$ cat src/rtl/uart_packet_transceiver.sv
// Full-duplex UART on a single system clock. Packet transmitter sends up to
// MAX_BYTES characters per load; receiver samples mid-bit and flags parity/framing errors.
module uart_packet_transceiver #(
    parameter int CLKS_PER_BIT = 8,
    parameter int DATA_BITS    = 8,
    parameter int PARITY       = 0,
    parameter int STOP_BITS    = 1,
    parameter int MAX_BYTES    = 11
) (
    input  logic                                 clock,
    input  logic                                 reset_n,
    input  logic                                 rx,
    output logic                                 tx,
    output logic [DATA_BITS-1:0]                 rx_data,
    output logic                                 rx_valid,
    output logic                                 rx_parity_err,
    output logic                                 rx_frame_err,
    input  logic [MAX_BYTES*DATA_BITS-1:0]       tx_bytes,
    input  logic [$clog2(MAX_BYTES+1)-1:0]       tx_num_bytes,
    input  logic                                 tx_valid,
    output logic                                 tx_ready
);

    localparam int CW    = $clog2(CLKS_PER_BIT);
    localparam int NW    = $clog2(MAX_BYTES + 1);
    localparam int BW    = $clog2(DATA_BITS);
    localparam int BUF_W = MAX_BYTES * DATA_BITS;

    localparam logic [CW-1:0] CNT_LAST  = CW'(CLKS_PER_BIT - 1);
    localparam logic [CW-1:0] CNT_HALF  = CW'(CLKS_PER_BIT / 2 - 1);
    localparam logic [BW-1:0] BIT_LAST  = BW'(DATA_BITS - 1);
    localparam logic [BW-1:0] STOP_LAST = BW'(STOP_BITS - 1);
    localparam logic [NW-1:0] MAX_NUM   = NW'(MAX_BYTES);
    localparam logic          HAS_PAR   = (PARITY != 0);
    localparam logic          PAR_ODD   = (PARITY == 2);

    typedef enum logic [2:0] {
        TX_IDLE, TX_START, TX_DATA, TX_PARITY, TX_STOP
    } tx_state_t;

    typedef enum logic [2:0] {
        RX_IDLE, RX_START, RX_DATA, RX_PARITY, RX_STOP, RX_BREAK
    } rx_state_t;

    // ------------------------------------------------------------------ TX
    tx_state_t            tx_state_reg, tx_state_next;
    logic [CW-1:0]        tx_cnt_reg, tx_cnt_next;
    logic [BW-1:0]        tx_bit_reg, tx_bit_next;
    logic [NW-1:0]        tx_left_reg, tx_left_next;
    logic [BUF_W-1:0]     tx_buf_reg, tx_buf_next;
    logic                 tx_reg, tx_line_next;
    logic [DATA_BITS-1:0] tx_char_next;
    logic                 tx_cnt_wrap;
    logic [NW-1:0]        tx_num_clamped;

    assign tx_cnt_wrap    = (tx_cnt_reg == CNT_LAST);
    assign tx_num_clamped = (tx_num_bytes > MAX_NUM) ? MAX_NUM : tx_num_bytes;
    assign tx             = tx_reg;

    always_ff @(posedge clock or negedge reset_n) begin
        if (!reset_n) begin
            tx_state_reg <= TX_IDLE;
            tx_cnt_reg   <= '0;
            tx_bit_reg   <= '0;
            tx_left_reg  <= '0;
            tx_buf_reg   <= '0;
            tx_reg       <= 1'b1;
        end else begin
            tx_state_reg <= tx_state_next;
            tx_cnt_reg   <= tx_cnt_next;
            tx_bit_reg   <= tx_bit_next;
            tx_left_reg  <= tx_left_next;
            tx_buf_reg   <= tx_buf_next;
            tx_reg       <= tx_line_next;
        end
    end

    always_comb begin
        tx_state_next = tx_state_reg;
        tx_cnt_next   = tx_cnt_reg;
        tx_bit_next   = tx_bit_reg;
        tx_left_next  = tx_left_reg;
        tx_buf_next   = tx_buf_reg;
        if (tx_state_reg == TX_IDLE) begin
            if (tx_valid && (tx_num_bytes != '0)) begin
                tx_state_next = TX_START;
                tx_cnt_next   = '0;
                tx_bit_next   = '0;
                tx_left_next  = tx_num_clamped;
                tx_buf_next   = tx_bytes;
            end
        end else begin
            tx_cnt_next = tx_cnt_wrap ? '0 : tx_cnt_reg + CW'(1);
            if (tx_cnt_wrap) begin
                case (tx_state_reg)
                    TX_START: begin
                        tx_state_next = TX_DATA;
                        tx_bit_next   = '0;
                    end
                    TX_DATA: begin
                        if (tx_bit_reg == BIT_LAST) begin
                            tx_state_next = HAS_PAR ? TX_PARITY : TX_STOP;
                            tx_bit_next   = '0;
                        end else begin
                            tx_bit_next = tx_bit_reg + BW'(1);
                        end
                    end
                    TX_PARITY: begin
                        tx_state_next = TX_STOP;
                        tx_bit_next   = '0;
                    end
                    default: begin
                        // Next character follows with no idle gap
                        if (tx_bit_reg == STOP_LAST) begin
                            tx_bit_next = '0;
                            if (tx_left_reg > NW'(1)) begin
                                tx_state_next = TX_START;
                                tx_left_next  = tx_left_reg - NW'(1);
                                tx_buf_next   = tx_buf_reg << DATA_BITS;
                            end else begin
                                tx_state_next = TX_IDLE;
                                tx_left_next  = '0;
                            end
                        end else begin
                            tx_bit_next = tx_bit_reg + BW'(1);
                        end
                    end
                endcase
            end
        end
    end

    // Line level is computed from the next state so tx is a plain flop
    always_comb begin
        tx_ready     = (tx_state_reg == TX_IDLE);
        tx_char_next = tx_buf_next[BUF_W-1 -: DATA_BITS];
        case (tx_state_next)
            TX_START:  tx_line_next = 1'b0;
            TX_DATA:   tx_line_next = tx_char_next[tx_bit_next];
            TX_PARITY: tx_line_next = (^tx_char_next) ^ PAR_ODD;
            default:   tx_line_next = 1'b1;
        endcase
    end

    // ------------------------------------------------------------------ RX
    logic                 rx_meta_reg, rx_sync_reg;
    rx_state_t            rx_state_reg, rx_state_next;
    logic [CW-1:0]        rx_cnt_reg, rx_cnt_next;
    logic [BW-1:0]        rx_bit_reg, rx_bit_next;
    logic [DATA_BITS-1:0] rx_shift_reg, rx_shift_next;
    logic                 rx_pend_reg, rx_pend_next;
    logic [DATA_BITS-1:0] rx_data_reg, rx_data_next;
    logic                 rx_valid_reg, rx_valid_next;
    logic                 rx_perr_reg, rx_perr_next;
    logic                 rx_ferr_reg, rx_ferr_next;
    logic                 rx_cnt_wrap;

    assign rx_cnt_wrap   = (rx_cnt_reg == CNT_LAST);
    assign rx_data       = rx_data_reg;
    assign rx_valid      = rx_valid_reg;
    assign rx_parity_err = rx_perr_reg;
    assign rx_frame_err  = rx_ferr_reg;

    always_ff @(posedge clock or negedge reset_n) begin
        if (!reset_n) begin
            rx_meta_reg <= 1'b1;
            rx_sync_reg <= 1'b1;
        end else begin
            rx_meta_reg <= rx;
            rx_sync_reg <= rx_meta_reg;
        end
    end

    always_ff @(posedge clock or negedge reset_n) begin
        if (!reset_n) begin
            rx_state_reg <= RX_IDLE;
            rx_cnt_reg   <= '0;
            rx_bit_reg   <= '0;
            rx_shift_reg <= '0;
            rx_pend_reg  <= 1'b0;
            rx_data_reg  <= '0;
            rx_valid_reg <= 1'b0;
            rx_perr_reg  <= 1'b0;
            rx_ferr_reg  <= 1'b0;
        end else begin
            rx_state_reg <= rx_state_next;
            rx_cnt_reg   <= rx_cnt_next;
            rx_bit_reg   <= rx_bit_next;
            rx_shift_reg <= rx_shift_next;
            rx_pend_reg  <= rx_pend_next;
            rx_data_reg  <= rx_data_next;
            rx_valid_reg <= rx_valid_next;
            rx_perr_reg  <= rx_perr_next;
            rx_ferr_reg  <= rx_ferr_next;
        end
    end

    always_comb begin
        rx_state_next = rx_state_reg;
        rx_cnt_next   = rx_cnt_reg;
        rx_bit_next   = rx_bit_reg;
        rx_shift_next = rx_shift_reg;
        rx_pend_next  = rx_pend_reg;
        case (rx_state_reg)
            RX_IDLE: begin
                if (!rx_sync_reg) begin
                    rx_state_next = RX_START;
                    rx_cnt_next   = '0;
                end
            end
            RX_START: begin
                // Half-bit resample rejects short low glitches
                if (rx_cnt_reg == CNT_HALF) begin
                    rx_cnt_next   = '0;
                    rx_bit_next   = '0;
                    rx_state_next = rx_sync_reg ? RX_IDLE : RX_DATA;
                end else begin
                    rx_cnt_next = rx_cnt_reg + CW'(1);
                end
            end
            RX_DATA: begin
                rx_cnt_next = rx_cnt_wrap ? '0 : rx_cnt_reg + CW'(1);
                if (rx_cnt_wrap) begin
                    rx_shift_next = {rx_sync_reg, rx_shift_reg[DATA_BITS-1:1]};
                    if (rx_bit_reg == BIT_LAST) begin
                        rx_state_next = HAS_PAR ? RX_PARITY : RX_STOP;
                    end else begin
                        rx_bit_next = rx_bit_reg + BW'(1);
                    end
                end
            end
            RX_PARITY: begin
                rx_cnt_next = rx_cnt_wrap ? '0 : rx_cnt_reg + CW'(1);
                if (rx_cnt_wrap) begin
                    rx_pend_next  = rx_sync_reg ^ (^rx_shift_reg) ^ PAR_ODD;
                    rx_state_next = RX_STOP;
                end
            end
            RX_STOP: begin
                rx_cnt_next = rx_cnt_wrap ? '0 : rx_cnt_reg + CW'(1);
                if (rx_cnt_wrap) begin
                    rx_state_next = rx_sync_reg ? RX_IDLE : RX_BREAK;
                end
            end
            default: begin
                if (rx_sync_reg) begin
                    rx_state_next = RX_IDLE;
                end
            end
        endcase
    end

    always_comb begin
        rx_valid_next = (rx_state_reg == RX_STOP) && rx_cnt_wrap;
        rx_data_next  = rx_data_reg;
        rx_perr_next  = rx_perr_reg;
        rx_ferr_next  = rx_ferr_reg;
        if (rx_valid_next) begin
            rx_data_next = rx_shift_reg;
            rx_perr_next = HAS_PAR ? rx_pend_reg : 1'b0;
            rx_ferr_next = ~rx_sync_reg;
        end
    end

endmodule

$ cat config.mk
export PLATFORM = sky130hd
export DESIGN_NAME = uart_packet_transceiver
export DESIGN_NICKNAME = d
export VERILOG_FILES = /design/src/rtl/uart_packet_transceiver.sv
export SDC_FILE = /design/constraint.sdc
export NUM_CORES = 1
export LEC_CHECK = 0
export ABC_AREA = 0
export BUFFER_PORTS_ARGS = -buffer_cell sky130_fd_sc_hd__buf_2
export CORE_AREA = 2 2 115 140
export CTS_BUF_LIST = sky130_fd_sc_hd__clkbuf_4 sky130_fd_sc_hd__clkbuf_8
export DETAILED_ROUTE_END_ITERATION = 10
export DIE_AREA = 0 0 117 142
export GPL_TIMING_DRIVEN = 0
export SYNTH_ARGS = -nofsm -noshare
export SYNTH_HDL_FRONTEND = slang
export SYNTH_SLANG_ARGS = --single-unit
export TNS_END_PERCENT = 20
$ cat constraint.sdc
create_clock -name clock -period 4.01 [get_ports clock]
set_clock_uncertainty 0.1 [all_clocks]
set_input_delay 0.401 -clock clock [delete_from_list [all_inputs] [get_ports clock]]
set_output_delay 0.401 -clock clock [all_outputs]
set_load 0.05 [all_outputs]
# Word level (Yosys, flattened, before mapping)
# Cells that the tools add are included.
# word_totals
wordCells	121
inputBits	96
out_inout_bits	13
register_bits	131
# op_classes
n_lt_le_gt_ge	3
n_addsub	5
n_reduce_logical	22
bitwise	1
n_eq_ne	24
muxes	50
# op_table
cell	n
88-bit two-way mux	6
3-bit two-way mux	27
4-bit two-way mux	7
3-bit by 2-bit == test with 1-bit output, second input constant	7
3-bit one-hot mux with 3 select lines	2
3-bit == test, second input constant	5
3-bit one-hot mux with 5 select lines	1
2-bit inequality test, second input constant	7
3-bit by 1-bit adder with 3-bit output, second input constant	4
3-bit one-hot mux with 2 select lines	2
3-bit by 1-bit == test with 1-bit output, second input constant	3
3-bit logical NOT	3
4-bit AND reduction	2
2-bit nonzero test	4
8-bit parity	1
7-bit AND reduction	1
6-bit nonzero test	1
3-bit OR reduction	2
5-bit AND reduction	1
4-bit by 1-bit > comparator with 1-bit output, second input constant	1
4-bit > comparator, second input constant	1
3-bit by 4-bit < comparator with 1-bit output, second input constant	1
2-bit by 1-bit inequality test with 1-bit output, second input constant	2
2-bit AND reduction	2
other kinds (10)	12

# Depth between registers and ports, before layout
# Gate-level depths: netlist of run 1.
# depth
word_depth	9
depth_mapped	12
mapped_depth_nobuf	10

# Worst setup path after synthesis of run 1
# Ideal clock, no wire load.
# synth_path
path_type	register -> register
startpoint	register tx_left_reg[0]
endpoint	register tx_reg, in the netlist tx
setup_slack_ns	0.734
arrival_ns	3.083
required_time_ns	3.817
path_stages_with_launch	13
path_buffers	2
period_less_slack_ns	3.276
path_cell_list	dfrtp_1 -> inv_1 -> ha_1 -> or2_2 -> clkbuf_1 -> a21o_1 -> clkbuf_1 -> a311oi_1 -> xor2_1 -> xnor3_1 -> xnor2_1 -> and3_1 -> or4_4
# synth_between
elab_chain_cells	9
word_cells_on_any_way	18
# synth_rtl
item	line	source
start, declared	49	logic [NW-1:0] tx_left_reg, tx_left_next;
start signal, assigned	72	tx_left_reg <= tx_left_next;
4-bit by 1-bit > comparator with 1-bit output *	116	if (tx_left_reg > NW'(1)) begin
88-bit two-way mux *	116	
88-bit two-way mux *	114	if (tx_bit_reg == STOP_LAST) begin
88-bit two-way mux *	95	case (tx_state_reg)
88-bit two-way mux *	94	if (tx_cnt_wrap) begin
88-bit two-way mux *	84	if (tx_state_reg == TX_IDLE) begin
via tx_buf_next[87]	50	logic [BUF_W-1:0] tx_buf_reg, tx_buf_next;
1-bit binary-select mux with 3-bit select	139	TX_DATA: tx_line_next = tx_char_next[tx_bit_next];
1-bit two-way mux (implied by the code)	139	
1-bit one-hot mux with 3 select lines *	137	case (tx_state_next)
via tx_line_next	51	logic tx_reg, tx_line_next;
end signal, assigned	74	tx_reg <= tx_line_next;
end, declared	51	
# The timed path passes the listed nets; every way through them passes the cells marked *. The select of a mux whose other input is x is not followed.
# A chain may end at the register's enable or synchronous reset.

# Worst setup path after layout of run 1
# layout_path
startpoint	register tx_cnt_reg[0]
endpoint	register tx_reg, in the netlist tx
# layout_between
elab_chain_cells	6
word_cells_on_any_way	14
# layout_rtl
item	line	source
start, declared	47	logic [CW-1:0] tx_cnt_reg, tx_cnt_next;
start signal, assigned	70	tx_cnt_reg <= tx_cnt_next;
3-bit == test *	56	assign tx_cnt_wrap = (tx_cnt_reg == CNT_LAST);
88-bit two-way mux *	94	
88-bit two-way mux *	84	
via tx_buf_next[87]	50	
1-bit binary-select mux with 3-bit select	139	
1-bit two-way mux (implied by the code)	139	
1-bit one-hot mux with 3 select lines *	137	
via tx_line_next	51	
# Marked as above.

==> reports/qor.csv, run 1 <==
stage,metric,value,unit
run_status,status,finished clean,
sta,RSZ-0062 raised after global routing,no,
detailed_routing,Final ANT Viol Nets,0,
global_routing,first-pass GRT wire length,22.98,mm
floorplanning,Die W,117,um
global_routing,vias in the first global route,4826,
floorplanning,IO Count,109,
sta,relative slew slack,0.4891,
critical_path,CP Launch Type,register,
power_and_ir_drop,VDD IR max,0.3029,mV
sta,Tmin final,3753,ps
detailed_routing,drt initial violations,309,
synthesis,synthesized area per cell,10.09,um2
floorplanning,Initial Util,0.3918,
sta,final setup TNS,0,ps
placement,Cells after DPL,911,
detailed_routing,DR DRC count,0,
detailed_routing,First-pass DRT Iterations,5,
sta,max-slew violations,0,
synthesis,Syn Nets,704,
detailed_routing,DR vias,4816,
global_routing,grt total ovfl,0,
final_layout,layout cell share with drive strength beyond 1,0.2388,
clock_tree,setup bufs post-CTS,0,
final_layout,area delta synth->final,21.09,%
placement,placed cell area,6834,um2
final_layout,layout net count,833,
sta,final critical-path share of the clock period,0.9359,
floorplanning,core area,15330,um2
global_routing,All-Layer GR Usage,0.1771,
synthesis,number of synthesized flops with an enable pin,0,
synthesis,Synth async-reset ratio,1.000,
synthesis,Post-synth top flop,dfrtp_1,
synthesis,"flops & latches, synth",131,
clock_tree,CTS buffer count,17,
synthesis,Yosys Warn Count,0,
sta,Fin. Hold Viols,0,
final_layout,Inserted Diodes,0,
synthesis,sequential fraction of the synthesis area,0.5466,
sta,setup violators final,0,
clock_tree,CTS tree,done,
critical_path,endpoint class of the critical path,register,
clock_tree,Longest Clk Path Bufs,2,
clock_tree,root buf cell,clkbuf_8,
detailed_routing,final WL,14.22,mm
floorplanning,DIE AREA,16610,um2
floorplanning,Die Ht,142,um
placement,Worst Setup Slack post-DPL,176.4,ps
global_routing,largest net degree at the start of global routing,82,
clock_tree,"Reg clk slew, reported paths",80,ps
critical_path,"Max FO, Critical Path",10,
detailed_routing,via density per instance,5.096,
run,max cap viols,0,
global_routing,initial antenna violation count,0,
clock_tree,TritonCTS Sinks,131,
synthesis,Synth cell types,51,
power_and_ir_drop,pwr/cell area,683.5,nW/um2
final_layout,fin area,7271,um2
hold_path,Hold Startpoint,tx_bytes[0],
sta,Final WS setup,257.1,ps
clock_tree,worst-skew pair later-pin latency,440,ps
detailed_routing,Routed wire per std cell,15.05,um
floorplanning,number of cell rows,50,
sta,Least-Margin Pin Slew,763.5,ps
placement,Placer Congestion,0.8021,
synthesis,Post-Syn Instances,595,
critical_path,Worst R2R Start,tx_cnt_reg[0],
placement,IO Port Bufs,107,
critical_path,crit path kind,reg2reg,
critical_path,crit path launch,tx_cnt_reg[0],
synthesis,area of the mapped netlist,6005,um2
critical_path,Arrival @ worst endpoint,4010,ps
sta,highest clock rate,266.5,MHz
hold_path,Hold Path Class,in2reg,
clock_tree,htree depth,4,
power_and_ir_drop,Pleak,3.618,nW
power_and_ir_drop,overall power,4.969,mW
final_layout,Largest register FFs,88,
placement,hpwl dp,10.42,mm
final_layout,Non-Filler Instances,945,
critical_path,worst path required time,4270,ps
[cell usage in the layout (no fill, tap or decap), types with 3 or more instances in the layout]
cell / synthesis / final
clkbuf_8: 0 / 19
o31ai_1: 3 / 3
buf_6: 2 / 3
clkinv_2: 0 / 3
a22o_1: 12 / 12
dfstp_2: 3 / 3
a21oi_1: 13 / 12
nand3_1: 5 / 5
o21ai_0: 14 / 14
buf_2: 0 / 106
a311oi_2: 2 / 4
o211ai_1: 3 / 3
nand2_1: 159 / 159
a22oi_1: 71 / 71
a211oi_1: 5 / 5
inv_1: 20 / 20
nor3_1: 14 / 14
dfrtp_1: 128 / 128
o22ai_1: 8 / 8
mux2i_1: 5 / 5
clkinvlp_4: 0 / 5
nor4b_1: 3 / 3
nand2b_1: 4 / 4
mux2_2: 19 / 19
clkbuf_1: 33 / 32
ha_1: 13 / 13
nor2_1: 19 / 19
[final timing paths]
kind	end	slack, ps	depth (start not counted)
max	tx	260	11
min	tx_buf_reg[0]	70	2
max reg2reg	tx	260	11
min reg2reg	rx_sync_reg	260	0
max in group asynchronous	tx_buf_reg[54]	2680	3
min in group asynchronous	rx_data[1]	380	2
[worst max-delay path: stages, from the launching register on]
cell and delay, ps:
dfrtp_1 380, ha_1 160, ha_1 270, nand4b_1 440, a21o_1 330, clkbuf_2 220
a311oi_2 420, xor2_1 240, xnor3_1 260, xnor2_1 160, and3_1 190, or4_4 500
[kinds of logic after synthesis]
kind of cell,count (synthesis),share of synthesized area
simple gates,214,0.1488
compound gates,149,0.1817
flops,131,0.5466
buf+inv,58,0.03938
mux,24,0.04397
fa+ha+maj,13,0.02709
xor+xnor,5,0.01188
other cells,1,0.0006245
[cells in the mapped netlist, drive strengths merged, types with 3 or more instances]
library cell / n / area [um2]
dfstp: 3 / 78.83
o31ai: 3 / 22.52
o21ai: 14 / 70.07
a311oi: 6 / 65.06
ha: 13 / 162.7
nor2: 19 / 71.32
clkbuf: 33 / 123.9
or2: 3 / 21.27
nor3: 14 / 70.07
a22oi: 71 / 533.0
a21oi: 13 / 65.06
o211ai: 3 / 22.52
buf: 5 / 37.54
dfrtp: 128 / 3203
o22ai: 8 / 50.05
nor4b: 3 / 26.28
inv: 20 / 75.07
nand3: 5 / 25.02
a22o: 12 / 105.1
mux2: 19 / 214.0
mux2i: 5 / 50.05
a211oi: 5 / 37.54
nand2: 159 / 596.8
nand2b: 4 / 25.02
[metrics by stage]
step                hold WS [ps]    util
floorplan                  5.409       -
global placement           246.7  0.4437
detailed placement         250.3  0.4459
CTS                        42.54  0.4732
global route               60.42  0.4744
finish                     73.48  0.4744
[power breakdown]
part | internal (mW) | leakage (nW) | switching [mW]
logic | 0.744 | 1.78 | 0.986
registers | 1.83 | 1.65 | 0.304
clock network | 0.590 | 0.191 | 0.518
total | 3.16 | 3.62 | 1.81
[routing by layer]
layer,part of all wire,track usage
met4,0.015,0.06811
met2,0.49,0.2838
met1,0.44,0.2288
met5,0,0
met3,0.049,0.04727
[what timing repair did]
action,in CTS,in global routing
endpoints found under the hold margin,48,0
hold buffers,2,0
gates resized for setup,0,5
endpoints found under the setup margin,0,1
[area by class of cell]
cell class	count	area (um2)
buffer	38	162.7
timing repair buffer	110	589.3
inverter	20	75.07
clock inverter	12	130.1
sequential	131	3282
clock buffer	20	269.0
tap	208	260.3
fill	1466	8056
multi-input combinational	406	2502
Power figures use the tool's default switching activity.
==> run 2, diff against run 1 <==
==> constraint.sdc (replaced) <==
create_clock -name clock -period 3.5 [get_ports clock]
set_clock_uncertainty 0.1 [all_clocks]
set_input_delay 0.35 -clock clock [delete_from_list [all_inputs] [get_ports clock]]
set_output_delay 0.35 -clock clock [all_outputs]
set_load 0.05 [all_outputs]
==> reports/qor.csv, run 2 (same netlist as run 1, synthesis figures left out) <==
stage,metric,value,unit,change
power_and_ir_drop,pwr/cell area,778.7,nW/um2,+14%
hold_path,Hold Path Class,in2reg,,
global_routing,largest net degree at the start of global routing,82,,unchanged
power_and_ir_drop,VDD IR max,0.3503,mV,+16%
floorplanning,Die Ht,142,um,unchanged
placement,placed cell area,6834,um2,unchanged
global_routing,initial antenna violation count,0,,unchanged
global_routing,vias in the first global route,4861,,+0.73%
sta,final critical-path share of the clock period,0.9605,,+0.02462
final_layout,Largest register FFs,88,,unchanged
clock_tree,TritonCTS Sinks,131,,unchanged
detailed_routing,via density per instance,5.104,,+0.15%
run,max cap viols,0,,unchanged
global_routing,first-pass GRT wire length,23.16,mm,+0.78%
run_status,status,finished clean,,
clock_tree,CTS tree,done,,
detailed_routing,DR vias,4859,,+0.89%
final_layout,Inserted Diodes,0,,unchanged
placement,IO Port Bufs,107,,unchanged
placement,Worst Setup Slack post-DPL,-333.6,ps,-510.0 ps
floorplanning,core area,15330,um2,unchanged
floorplanning,IO Count,109,,unchanged
floorplanning,Initial Util,0.3918,,unchanged
detailed_routing,drt initial violations,307,,-0.65%
critical_path,worst path required time,3760,ps,-510 ps
floorplanning,number of cell rows,50,,unchanged
sta,relative slew slack,0.5561,,+0.06699
final_layout,layout net count,840,,+0.84%
sta,max-slew violations,0,,unchanged
clock_tree,"Reg clk slew, reported paths",70,ps,about the same
sta,Tmin final,3362,ps,-391.1 ps
clock_tree,worst-skew pair later-pin latency,440,ps,about the same
floorplanning,DIE AREA,16610,um2,unchanged
sta,Least-Margin Pin Slew,663.4,ps,-100.1 ps
critical_path,Arrival @ worst endpoint,3620,ps,-390 ps
clock_tree,htree depth,4,,unchanged
final_layout,most frequent cells in the layout,"nand2_1, dfrtp_1, buf_2",,
critical_path,crit path kind,reg2reg,,
global_routing,All-Layer GR Usage,0.1787,,+0.001612
floorplanning,Die W,117,um,unchanged
final_layout,fin area,7388,um2,+1.6%
sta,setup violators final,0,,unchanged
sta,final setup TNS,0,ps,unchanged
detailed_routing,final WL,14.27,mm,+0.30%
final_layout,layout cell share with drive strength beyond 1,0.2406,,+0.001785
clock_tree,root buf cell,clkbuf_8,,
sta,Final WS setup,138.3,ps,-118.9 ps
detailed_routing,DR DRC count,0,,unchanged
final_layout,"most common cell after layout, fill and taps aside",nand2_1,,
clock_tree,Longest Clk Path Bufs,2,,unchanged
power_and_ir_drop,overall power,5.754,mW,+16%
final_layout,area delta synth->final,23.05,%,
detailed_routing,Routed wire per std cell,14.99,um,-0.44%
critical_path,"Max FO, Critical Path",10,,unchanged
critical_path,endpoint class of the critical path,register,,
final_layout,final core occ,0.4820,,+0.007674
sta,Fin. Hold Viols,0,,unchanged
detailed_routing,Final ANT Viol Nets,0,,unchanged
detailed_routing,First-pass DRT Iterations,5,,unchanged
placement,hpwl dp,10.42,mm,unchanged
sta,highest clock rate,297.5,MHz,+12%
critical_path,CP Launch Type,register,,
global_routing,grt total ovfl,0,,unchanged
placement,Placer Congestion,0.8021,,unchanged
power_and_ir_drop,Pleak,3.660,nW,+1.2%
clock_tree,CTS buffer count,17,,unchanged
## run 2: routing by layer
metal / routed length, um / GRT usage / up-vias
met5: 0 / 0 / -
met4: 223 / 0.06873 / 0
met3: 675 / 0.04557 / 20
met2: 7085 / 0.2878 / 126
met1: 6282 / 0.2310 / 2336
li1: - / - / 2377
## run 2: per-stage QoR
step / cells / hold WS, ps
after floorplan: 595 / -45.59
after global placement: 910 / 246.7
after detailed placement: 911 / 237.4
after CTS: 953 / 1.974
after global routing: 952 / 22.79
final: 952 / 36.69
## run 2: power by group
part           switching [mW]  leakage [nW]  internal [mW]
clock network           0.594         0.191          0.676
logic                    1.15          1.82          0.888
registers               0.350          1.65           2.09
## run 2: worst paths after layout
check | startpoint | endpoint | slack, ps | depth (start not counted)
max | tx_left_reg[0] | tx | 140 | 11
min | tx_bytes[6] | tx_buf_reg[6] | 40 | 2
max reg2reg | tx_left_reg[0] | tx | 140 | 11
min reg2reg | rx_meta_reg | rx_sync_reg | 260 | 0
max in group asynchronous | reset_n | tx_buf_reg[54] | 2220 | 3
min in group asynchronous | reset_n | rx_data[1] | 320 | 2
## run 2: cell type report
class                   count  area [um2]
plain buffers              37       161.4
clock buffers              20       269.0
clock inverters            12       130.1
fillers                  1453        7939
inverters                  20       75.07
multi-input cells         406        2546
flip-flops and latches    131        3282
well taps                 208       260.3
repair buffers            118       664.4
## run 2: what timing repair did
item | in CTS | in global routing
hold endpoints to repair | 54 | 0
hold buffers | 8 | 0
pin swaps | 3 | 0
buffers inserted | 2 | 0
resized for setup | 10 | 2
setup endpoints to repair | 1 | 1
## run 2: critical path, cell delays in order, from the launching register on
cell      delay (ps)
dfrtp_1          390
inv_1             60
ha_1             230
or2_2            410
a21o_1           220
clkbuf_4         220
o22a_1           200
o21ai_1          150
xnor3_1          460
xnor2_1          160
and3_1           190
or4_4            500
==> run 3, diff against run 2 <==
--- a/config.mk
+++ b/config.mk
@@ -8,7 +8,7 @@
 export ABC_AREA = 0
 export BUFFER_PORTS_ARGS = -buffer_cell sky130_fd_sc_hd__buf_2
 export CORE_AREA = 2 2 115 140
-export CTS_BUF_LIST = sky130_fd_sc_hd__clkbuf_4 sky130_fd_sc_hd__clkbuf_8
+export CTS_BUF_LIST = sky130_fd_sc_hd__clkbuf_8
 export DETAILED_ROUTE_END_ITERATION = 10
 export DIE_AREA = 0 0 117 142
 export GPL_TIMING_DRIVEN = 0
==> reports/qor.csv, run 3 (same netlist as run 1, synthesis figures left out) <==
stage,metric,value,unit,change
run,max cap viols,0,,unchanged
global_routing,first-pass GRT wire length,23.16,mm,unchanged
floorplanning,number of cell rows,50,,unchanged
sta,Least-Margin Pin Slew,663.8,ps,+0.3945 ps
clock_tree,root buf cell,clkbuf_8,,
global_routing,vias in the first global route,4861,,unchanged
critical_path,worst path required time,3760,ps,about the same
detailed_routing,DR vias,4867,,+0.16%
global_routing,All-Layer GR Usage,0.1787,,unchanged
critical_path,"Max FO, Critical Path",10,,unchanged
sta,max-slew violations,0,,unchanged
sta,WHS,36.62,ps,-0.06960 ps
floorplanning,Die Ht,142,um,unchanged
global_routing,GRT met1 Usage,0.2310,,unchanged
critical_path,Arrival @ worst endpoint,3630,ps,about the same
final_layout,Inserted Diodes,0,,unchanged
placement,Worst Setup Slack post-DPL,-333.6,ps,unchanged
placement,Placer Congestion,0.8021,,unchanged
placement,hpwl dp,10.42,mm,unchanged
clock_tree,CTS tree,done,,
final_layout,area delta synth->final,22.98,%,about the same
final_layout,layout net count,840,,unchanged
clock_tree,"Reg clk slew, reported paths",70,ps,about the same
critical_path,CP Launch Type,register,,
floorplanning,IO Count,109,,unchanged
critical_path,crit path kind,reg2reg,,
power_and_ir_drop,Pleak,3.661,nW,about the same
placement,placed cell area,6834,um2,unchanged
run_status,status,finished clean,,
sta,relative slew slack,0.5559,,about the same
hold_path,Hold Crit Depth,2,,unchanged
hold_path,Hold Path Class,in2reg,,
sta,setup violators final,0,,unchanged
global_routing,grt total ovfl,0,,unchanged
critical_path,endpoint class of the critical path,register,,
detailed_routing,final WL,14.27,mm,unchanged
power_and_ir_drop,pwr/cell area,777.6,nW/um2,-0.14%
sta,Fin. Hold Viols,0,,unchanged
sta,Final WS setup,130.6,ps,-7.640 ps
detailed_routing,Routed wire per std cell,14.99,um,unchanged
clock_tree,TritonCTS Sinks,131,,unchanged
detailed_routing,Final ANT Viol Nets,0,,unchanged
clock_tree,htree depth,4,,unchanged
sta,Tmin final,3369,ps,+7.640 ps
critical_path,slowest cell delay on critical path,500,ps,about the same
floorplanning,DIE AREA,16610,um2,unchanged
global_routing,initial antenna violation count,0,,unchanged
critical_path,critical path's slowest cell,or4_4,,
sta,highest clock rate,296.8,MHz,-0.23%
hold_path,Hold Startpoint,tx_bytes[6],,
critical_path,"Cell Chain, Critical Path",inv_1 > ha_1 > or2_2 > a21o_1 > clkbuf_4 > o22a_1 > o21ai_1 > xnor3_1 > xnor2_1 > and3_1 > or4_4,,
power_and_ir_drop,VDD IR max,0.3509,mV,+0.17%
detailed_routing,drt initial violations,304,,-0.98%
sta,final setup TNS,0,ps,unchanged
global_routing,GR Util met2,0.2878,,unchanged
global_routing,busiest grt layer,met2,,
critical_path,R2R cell count,11,,unchanged
floorplanning,Initial Util,0.3918,,unchanged
final_layout,layout cell share with drive strength beyond 1,0.2392,,-0.001344
critical_path,Worst R2R Start,tx_left_reg[0],,
sta,final critical-path share of the clock period,0.9627,,+0.002183
global_routing,grt met3 use,0.04557,,unchanged
final_layout,most frequent cells in the layout,"nand2_1, dfrtp_1, buf_2",,
final_layout,"most common cell after layout, fill and taps aside",nand2_1,,
detailed_routing,via density per instance,5.112,,+0.16%
clock_tree,CTS buffer count,17,,unchanged
clock_tree,worst-skew pair later-pin latency,440,ps,about the same
floorplanning,core area,15330,um2,unchanged
global_routing,largest net degree at the start of global routing,82,,unchanged
critical_path,reg-to-reg endpoint,tx,,
final_layout,fin area,7385,um2,about the same
detailed_routing,First-pass DRT Iterations,6,,+1
placement,IO Port Bufs,107,,unchanged
hold_path,Hold EP,tx_buf_reg[6],,
critical_path,reg2reg setup slack,130,ps,about the same
clock_tree,Longest Clk Path Bufs,2,,unchanged
floorplanning,Die W,117,um,unchanged
detailed_routing,DR DRC count,0,,unchanged
final_layout,Largest register FFs,88,,unchanged
## run 3: cell types whose count changed in the layout (fill, tap and decap cells not counted), sizes merged
cell / delta
clkbuf: -1
inv: +1
## run 3: layer usage
| layer | part of all wire | wire length (um) |
|---|---|---|
| met2 | 0.50 | 7106 |
| met1 | 0.44 | 6253 |
| met4 | 0.016 | 223 |
| met5 | 0 | 0 |
| met3 | 0.048 | 683 |
## run 3: worst max-delay path: cells and delay by family (launching register included)
family	cells	cell delay, ps
simple gates	3	1100
xor+xnor	2	620
compound gates	3	570
flops	1	390
buf+inv	2	280
fa+ha+maj	1	230
## run 3: cell type report
type                       count  area, um2
sequential                   131       3282
multi-input combinational    406       2546
clock inverter                13      133.9
inverter                      20      75.07
buffer                        37      161.4
timing repair buffer         118      664.4
fill                        1455       7943
tap                          208      260.3
clock buffer                  19      261.5
## run 3: power by group
part | total, mW | switching [mW] | internal, mW
combinational | 2.04 | 1.15 | 0.888
sequential | 2.44 | 0.350 | 2.09
clock | 1.26 | 0.593 | 0.665
## run 3: how the worst max path moves through the flow
stage | to | start | depth (start not counted) | slack [ps]
global placement | tx | tx_cnt_reg[0] | 11 | -250
finish | tx | tx_left_reg[0] | 11 | 130
global route | tx | tx_left_reg[0] | 11 | -0.06
CTS | tx | tx_left_reg[0] | 12 | 30
detailed placement | tx | tx_cnt_reg[0] | 11 | -330
floorplan | tx | tx_left_reg[0] | 12 | 220
## run 3: timing repair
action	CTS	global route
gates resized for setup	10	2
setup endpoints to repair	1	1
buffers inserted	2	0
pin swaps	3	0
endpoints found under the hold margin	54	0
hold buffers	8	0
## run 3: per-stage QoR
stage | util | total power [mW] | std cells
final | 0.4818 | 5.742 | 952
after floorplan | - | 3.861 | 595
after detailed placement | 0.4459 | 4.434 | 911
after CTS | 0.4814 | 5.791 | 953
after global placement | 0.4437 | 4.317 | 910
after global routing | 0.4818 | 6.177 | 952
